**src/rtl/pipe_ctrl_pkg.sv**
```systemverilog
// Shared types and widths for the pipeline stall/flush sequencer.
package pipe_ctrl_pkg;

    typedef enum logic [1:0] {
        RUN      = 2'd0,
        MEM_WAIT = 2'd1,
        RELEASE  = 2'd2,
        ERROR    = 2'd3
    } pipe_state_e;

    localparam int WDOG_W = 8;
    localparam int CNT_W  = 32;

endpackage

```
**src/rtl/wdog_timer.sv**
```systemverilog
// Saturating cycle counter guarding the SRAM wait; expired_o flags the last allowed wait cycle.
module wdog_timer
    import pipe_ctrl_pkg::*;
#(
    parameter int unsigned TIMEOUT_CYCLES = 255
) (
    input  logic clk,
    input  logic rst_n,
    input  logic clear_i,
    input  logic enable_i,
    output logic expired_o
);

    localparam logic [WDOG_W-1:0] LIMIT   = WDOG_W'(TIMEOUT_CYCLES - 1);
    localparam logic [WDOG_W-1:0] SAT_MAX = '1;

    logic [WDOG_W-1:0] count_q;
    logic [WDOG_W-1:0] count_d;

    always_comb begin
        count_d = count_q;
        if (clear_i) begin
            count_d = '0;
        end else if (enable_i && (count_q != SAT_MAX)) begin
            count_d = count_q + 1'b1;
        end
    end

    always_ff @(posedge clk or negedge rst_n) begin
        if (!rst_n) begin
            count_q <= '0;
        end else begin
            count_q <= count_d;
        end
    end

    // Expiry is only meaningful while the wait is actually being timed.
    assign expired_o = enable_i && (count_q == LIMIT);

endmodule

```
**src/rtl/pipeline_ctrl.sv**
```systemverilog
// Stall/flush sequencer for the 5-stage pipeline with SRAM handshake and watchdog.
// Optional perf counters are built only when PIPE_PERF_CNT_EN is defined.
module pipeline_ctrl
    import pipe_ctrl_pkg::*;
#(
    parameter int unsigned TIMEOUT_CYCLES = 255
) (
    input  logic              clk,
    input  logic              rst_n,
    input  logic              hazard_detected,
    input  logic              branch_taken,
    input  logic              mem_req,
    input  logic              sram_ready,
    output logic              sram_req,
    output logic              freeze_pc,
    output logic              freeze_if_id,
    output logic              freeze_id_exe,
    output logic              freeze_exe_mem,
    output logic              flush_if_id,
    output logic              flush_id_exe,
    output logic              wb_bubble,
    output logic              mem_timeout,
    output logic [CNT_W-1:0]  stall_cycles,
    output logic [CNT_W-1:0]  flush_count
);

    pipe_state_e state_q;
    pipe_state_e state_d;
    logic        wdog_expired;
    logic        wdog_clear;
    logic        wdog_enable;

    logic sram_req_d, freeze_pc_d, freeze_if_id_d, freeze_id_exe_d, freeze_exe_mem_d;
    logic flush_if_id_d, flush_id_exe_d, wb_bubble_d, mem_timeout_d;

    assign wdog_clear  = (state_q == RUN) && mem_req;
    assign wdog_enable = (state_q == MEM_WAIT);

    wdog_timer #(
        .TIMEOUT_CYCLES (TIMEOUT_CYCLES)
    ) u_wdog (
        .clk       (clk),
        .rst_n     (rst_n),
        .clear_i   (wdog_clear),
        .enable_i  (wdog_enable),
        .expired_o (wdog_expired)
    );

    always_comb begin
        state_d          = state_q;
        sram_req_d       = 1'b0;
        freeze_pc_d      = 1'b0;
        freeze_if_id_d   = 1'b0;
        freeze_id_exe_d  = 1'b0;
        freeze_exe_mem_d = 1'b0;
        flush_if_id_d    = 1'b0;
        flush_id_exe_d   = 1'b0;
        wb_bubble_d      = 1'b0;
        mem_timeout_d    = 1'b0;
        case (state_q)
            RUN, RELEASE: begin
                // In RELEASE mem_req still belongs to the access that just completed.
                if ((state_q == RUN) && mem_req) begin
                    sram_req_d       = 1'b1;
                    freeze_pc_d      = 1'b1;
                    freeze_if_id_d   = 1'b1;
                    freeze_id_exe_d  = 1'b1;
                    freeze_exe_mem_d = 1'b1;
                    wb_bubble_d      = 1'b1;
                    state_d          = MEM_WAIT;
                end else begin
                    if (branch_taken) begin
                        flush_if_id_d  = 1'b1;
                        flush_id_exe_d = 1'b1;
                    end else if (hazard_detected) begin
                        freeze_pc_d    = 1'b1;
                        freeze_if_id_d = 1'b1;
                        flush_id_exe_d = 1'b1;
                    end
                    state_d = RUN;
                end
            end
            MEM_WAIT: begin
                sram_req_d       = 1'b1;
                freeze_pc_d      = 1'b1;
                freeze_if_id_d   = 1'b1;
                freeze_id_exe_d  = 1'b1;
                freeze_exe_mem_d = 1'b1;
                wb_bubble_d      = 1'b1;
                if (sram_ready) begin
                    state_d = RELEASE;
                end else if (wdog_expired) begin
                    state_d = ERROR;
                end
            end
            default: begin
                freeze_pc_d      = 1'b1;
                freeze_if_id_d   = 1'b1;
                freeze_id_exe_d  = 1'b1;
                freeze_exe_mem_d = 1'b1;
                wb_bubble_d      = 1'b1;
                mem_timeout_d    = 1'b1;
            end
        endcase
    end

    always_ff @(posedge clk or negedge rst_n) begin
        if (!rst_n) begin
            state_q <= RUN;
        end else begin
            state_q <= state_d;
        end
    end

    // Gating with rst_n makes every control drop the moment reset asserts, even mid-access.
    assign sram_req       = sram_req_d       & rst_n;
    assign freeze_pc      = freeze_pc_d      & rst_n;
    assign freeze_if_id   = freeze_if_id_d   & rst_n;
    assign freeze_id_exe  = freeze_id_exe_d  & rst_n;
    assign freeze_exe_mem = freeze_exe_mem_d & rst_n;
    assign flush_if_id    = flush_if_id_d    & rst_n;
    assign flush_id_exe   = flush_id_exe_d   & rst_n;
    assign wb_bubble      = wb_bubble_d      & rst_n;
    assign mem_timeout    = mem_timeout_d    & rst_n;

`ifdef PIPE_PERF_CNT_EN
    logic [CNT_W-1:0] stall_cycles_q;
    logic [CNT_W-1:0] flush_count_q;

    always_ff @(posedge clk or negedge rst_n) begin
        if (!rst_n) begin
            stall_cycles_q <= '0;
            flush_count_q  <= '0;
        end else begin
            if (freeze_pc_d) begin
                stall_cycles_q <= stall_cycles_q + 1'b1;
            end
            if (flush_if_id_d) begin
                flush_count_q <= flush_count_q + 1'b1;
            end
        end
    end

    assign stall_cycles = stall_cycles_q;
    assign flush_count  = flush_count_q;
`else
    assign stall_cycles = '0;
    assign flush_count  = '0;
`endif

endmodule

```
**config.mk**
```make
export PLATFORM = sky130hd
export DESIGN_NAME = pipeline_ctrl
export DESIGN_NICKNAME = d
export VERILOG_FILES = /design/src/rtl/pipe_ctrl_pkg.sv /design/src/rtl/wdog_timer.sv /design/src/rtl/pipeline_ctrl.sv
export SDC_FILE = /design/constraint.sdc
export NUM_CORES = 1
export LEC_CHECK = 0
export ABC_AREA = 1
export CORE_ASPECT_RATIO = 0.9
export CORE_MARGIN = 3
export CORE_UTILIZATION = 33
export CTS_CLUSTER_DIAMETER = 30
export DETAILED_ROUTE_END_ITERATION = 8
export PLACE_DENSITY = 0.8
export SKIP_CTS_REPAIR_TIMING = 1
export SYNTH_ARGS = -nofsm -noshare
export SYNTH_HDL_FRONTEND = slang
export SYNTH_HIERARCHICAL = 1
export SYNTH_SLANG_ARGS = --single-unit
```
**constraint.sdc**
```tcl
create_clock -name clk -period 1.3 [get_ports clk]
set_clock_uncertainty 0.1 [all_clocks]
set_input_delay 0.13 -clock clk [delete_from_list [all_inputs] [get_ports clk]]
set_output_delay 0.13 -clock clk [all_outputs]
set_load 0.01 [all_outputs]
```
==> impl_metrics.yaml <==
outcome:
  status: "finished with violations"
  violations: "negative setup slack"
placed_design:
  pre_cts_ws_ps: -466
  port_buffers: 14
  hpwl_um: 1810
  gp_congestion: 0.882
critical_path:
  worstPathMaxFanout: 3
  crit_chain: "ha_4 -> inv_2 -> nor2_4 -> nand2_2 -> nand2_2 -> nand2_4 -> buf_6 -> nand2_2 -> nand2_1"
  path_buf_inv: 2
  crit_required_ps: 1330
  r2r_start: "u_wdog/count_q[1]"
  crit_top_cell: "nand2_2"
  worstSetupPathType: "register to register"
  worst_setup_path_start_kind: "register"
  crit_start: "u_wdog/count_q[1]"
  cp_slowest_cell: "dfrtp_1"
  cp.arrival_ps: 1410
  end_kind: "register"
  path_delay_family: "simple AND/OR/NAND/NOR gates"
  cpPeakStageDelay_ps: 390
timing:
  setup_ws_ps: -74.5
  setup_tns_ps: -537
  min_period_ps: 1370
  rsz0062_at_grt: "yes"
  fmax_mhz: 728
  finalMaxSlewViolations: 0
  setup_viol: 12
  hold_viol_final: 0
  post-route-period-util: 1.06
hold_path:
  holdCritPathClass: "input port to register"
  min_from: "sram_ready"
grt:
  grt.total_usage: 0.0918
  antenna_found_initial: 0
  grt_max_degree: 11
  grt_pass1_vias: 789
  grt_overflow_total: 0
  grt_pass1_wl_um: 3330
cts:
  numCtsBuffers: 3
  clock-sinks: 10
  cts_root_buf: "clkbuf_8"
  clk_latency_ps: 240
  htree_levels: 1
  tritoncts: "done"
  clk_pin_slew_ps: 50
  clock_path_buffers: 2
synth:
  ys_seq_area_frac: 0.209
  ys_ff_latch: 10
  netlist_instances: 168
  syn_avg_cell_area_um2: 7.11
  yosysTopAreaCell: "buf_4"
  yosys_warnings: 6
  ys_types: 23
  synth_top_area_share: 0.421
  yosys-top-cells-area: "buf_4, dfrtp_1, nand2_1"
  synth_area_um2: 1190
floorplanning:
  rows: 20
  die_w_um: 69.4
  io_pins: 79
  coreArea_um2: 3430
  die-height_um: 63.1
  initial_core_util: 0.349
  dieArea_um2: 4380
routing:
  viasPerCell: 3.62
  totalWireLength_um: 2310
  vias: 912
  firstDrtPassIters: 4
  wire_per_inst_um: 9.15
  drt_iter0_markers: 29
  postRouteAntennaNets: 0
  drc: 0
power:
  power.leakage_nw: 0.770
  peakVddDrop_uv: 612
  powerDensity_nw_per_um2: 592
  p_total_mw: 0.857
cells_and_area:
  fill_cells: 350
  num-nets-final: 217
  fin_util: 0.422
  diodes: 0
  syn_to_final_growth_pct: 21.0
  drive_above_1_share: 0.332
flow_run:
  drv_cap: 0
[cells in the final DEF (no fill, tap or decap)]
master | Yosys | final
dlymetal6s2s_1 | 0 | 1
dfrtp_1 | 10 | 10
ha_4 | 0 | 1
xor2_1 | 3 | 3
nor4_2 | 0 | 1
inv_1 | 10 | 7
clkdlybuf4s50_1 | 0 | 4
nand4_1 | 1 | 1
nand2_1 | 30 | 24
clkbuf_8 | 0 | 4
inv_4 | 0 | 2
clkinv_1 | 1 | 1
a21oi_2 | 0 | 1
nand2_2 | 3 | 9
o21ai_1 | 1 | 3
nor2_4 | 1 | 4
nor2_2 | 1 | 3
nand3_1 | 9 | 7
inv_2 | 2 | 4
clkbuf_2 | 0 | 2
nor3_2 | 1 | 1
buf_4 | 67 | 21
nand3_2 | 1 | 3
nand2_4 | 2 | 2
ha_1 | 2 | 1
nor2_1 | 17 | 12
buf_2 | 0 | 4
buf_6 | 0 | 7
dlygate4sd3_1 | 0 | 1
conb_1 | 1 | 64
[final cells by class]
| cell class | count | area, µm² | area share |
|---|---|---|---|
| multi-input combinational | 140 | 699 | 0.484 |
| tap | 44 | 55.1 | 0.0381 |
| timing repair buffer | 40 | 329 | 0.228 |
| inverter | 14 | 57.6 | 0.0398 |
| sequential | 10 | 250 | 0.173 |
| clock buffer | 4 | 55.1 | 0.0381 |
[per-layer routing]
metal / vias to the layer above / track usage / routed length (µm) / part of all wire
li1: 460 / - / - / -
met1: 412 / 0.111 / 884 / 0.38
met2: 38 / 0.157 / 1250 / 0.54
met3: 2 / 0.0159 / 154 / 0.067
met4: 0 / 0.0439 / 22 / 0.0095
met5: - / 0 / 0 / 0
[logic make-up after synthesis]
logic type                 share of synthesized area
other                                        0.00314
xor gates and xnor gates                      0.0220
and+or+nand+nor                                0.262
adders and majority gates                     0.0209
DFF                                            0.209
AOI/OAI and AO/OA                             0.0167
buffers and inverters                          0.466
[registers in the layout, indices dropped and copies added, names as in the netlist]
register,count
state_q,2
u_wdog/count_q,8
[cell usage after synthesis]
| cell type | count |
|---|---|
| buf_4 | 67 |
| nand2_1 | 30 |
| nor2_1 | 17 |
| dfrtp_1 | 10 |
| inv_1 | 10 |
| nand3_1 | 9 |
| nand2_2 | 3 |
| xor2_1 | 3 |
| ha_1 | 2 |
| inv_2 | 2 |
| nand2_4 | 2 |
| o21ai_0 | 2 |
| a21oi_1 | 1 |
| clkinv_1 | 1 |
| clkinv_2 | 1 |
| conb_1 | 1 |
| nand3_2 | 1 |
| nand4_1 | 1 |
| nor2_2 | 1 |
| nor2_4 | 1 |
| nor3_2 | 1 |
| nor4_1 | 1 |
| o21ai_1 | 1 |
[worst min-delay path: stages]
cell,delay [ps]
clkdlybuf4s50_1,400
nand3_1,100
nand2_1,60
[worst paths after layout]
path / endpoint / slack (ps) / depth (start not counted)
setup / recovery: u_wdog/count_q[3] / -70 / 9
hold / removal: state_q[1] / 390 / 3
setup reg to reg: u_wdog/count_q[3] / -70 / 9
hold reg to reg: u_wdog/count_q[6] / 470 / 3
max in group asynchronous: u_wdog/count_q[5] / 490 / 3
min in group asynchronous: u_wdog/count_q[4] / 470 / 3
[metrics by stage]
step / hold slack (ps) / std cells / area, µm²
2_1_floorplan: -266 / 231 / 1440
3_3_place_gp: 456 / 246 / 1310
3_5_place_dp: 471 / 246 / 1310
4_1_cts: 307 / 250 / 1360
5_1_grt: 410 / 252 / 1450
6_report: 385 / 252 / 1450
[power by group]
group	internal [mW]	switching, mW	total, mW
logic	0.0339	0.115	0.149
registers	0.312	0	0.312
clock network	0.267	0.130	0.396
total	0.613	0.244	0.857
No activity file was read; power rests on OpenSTA's default activity.
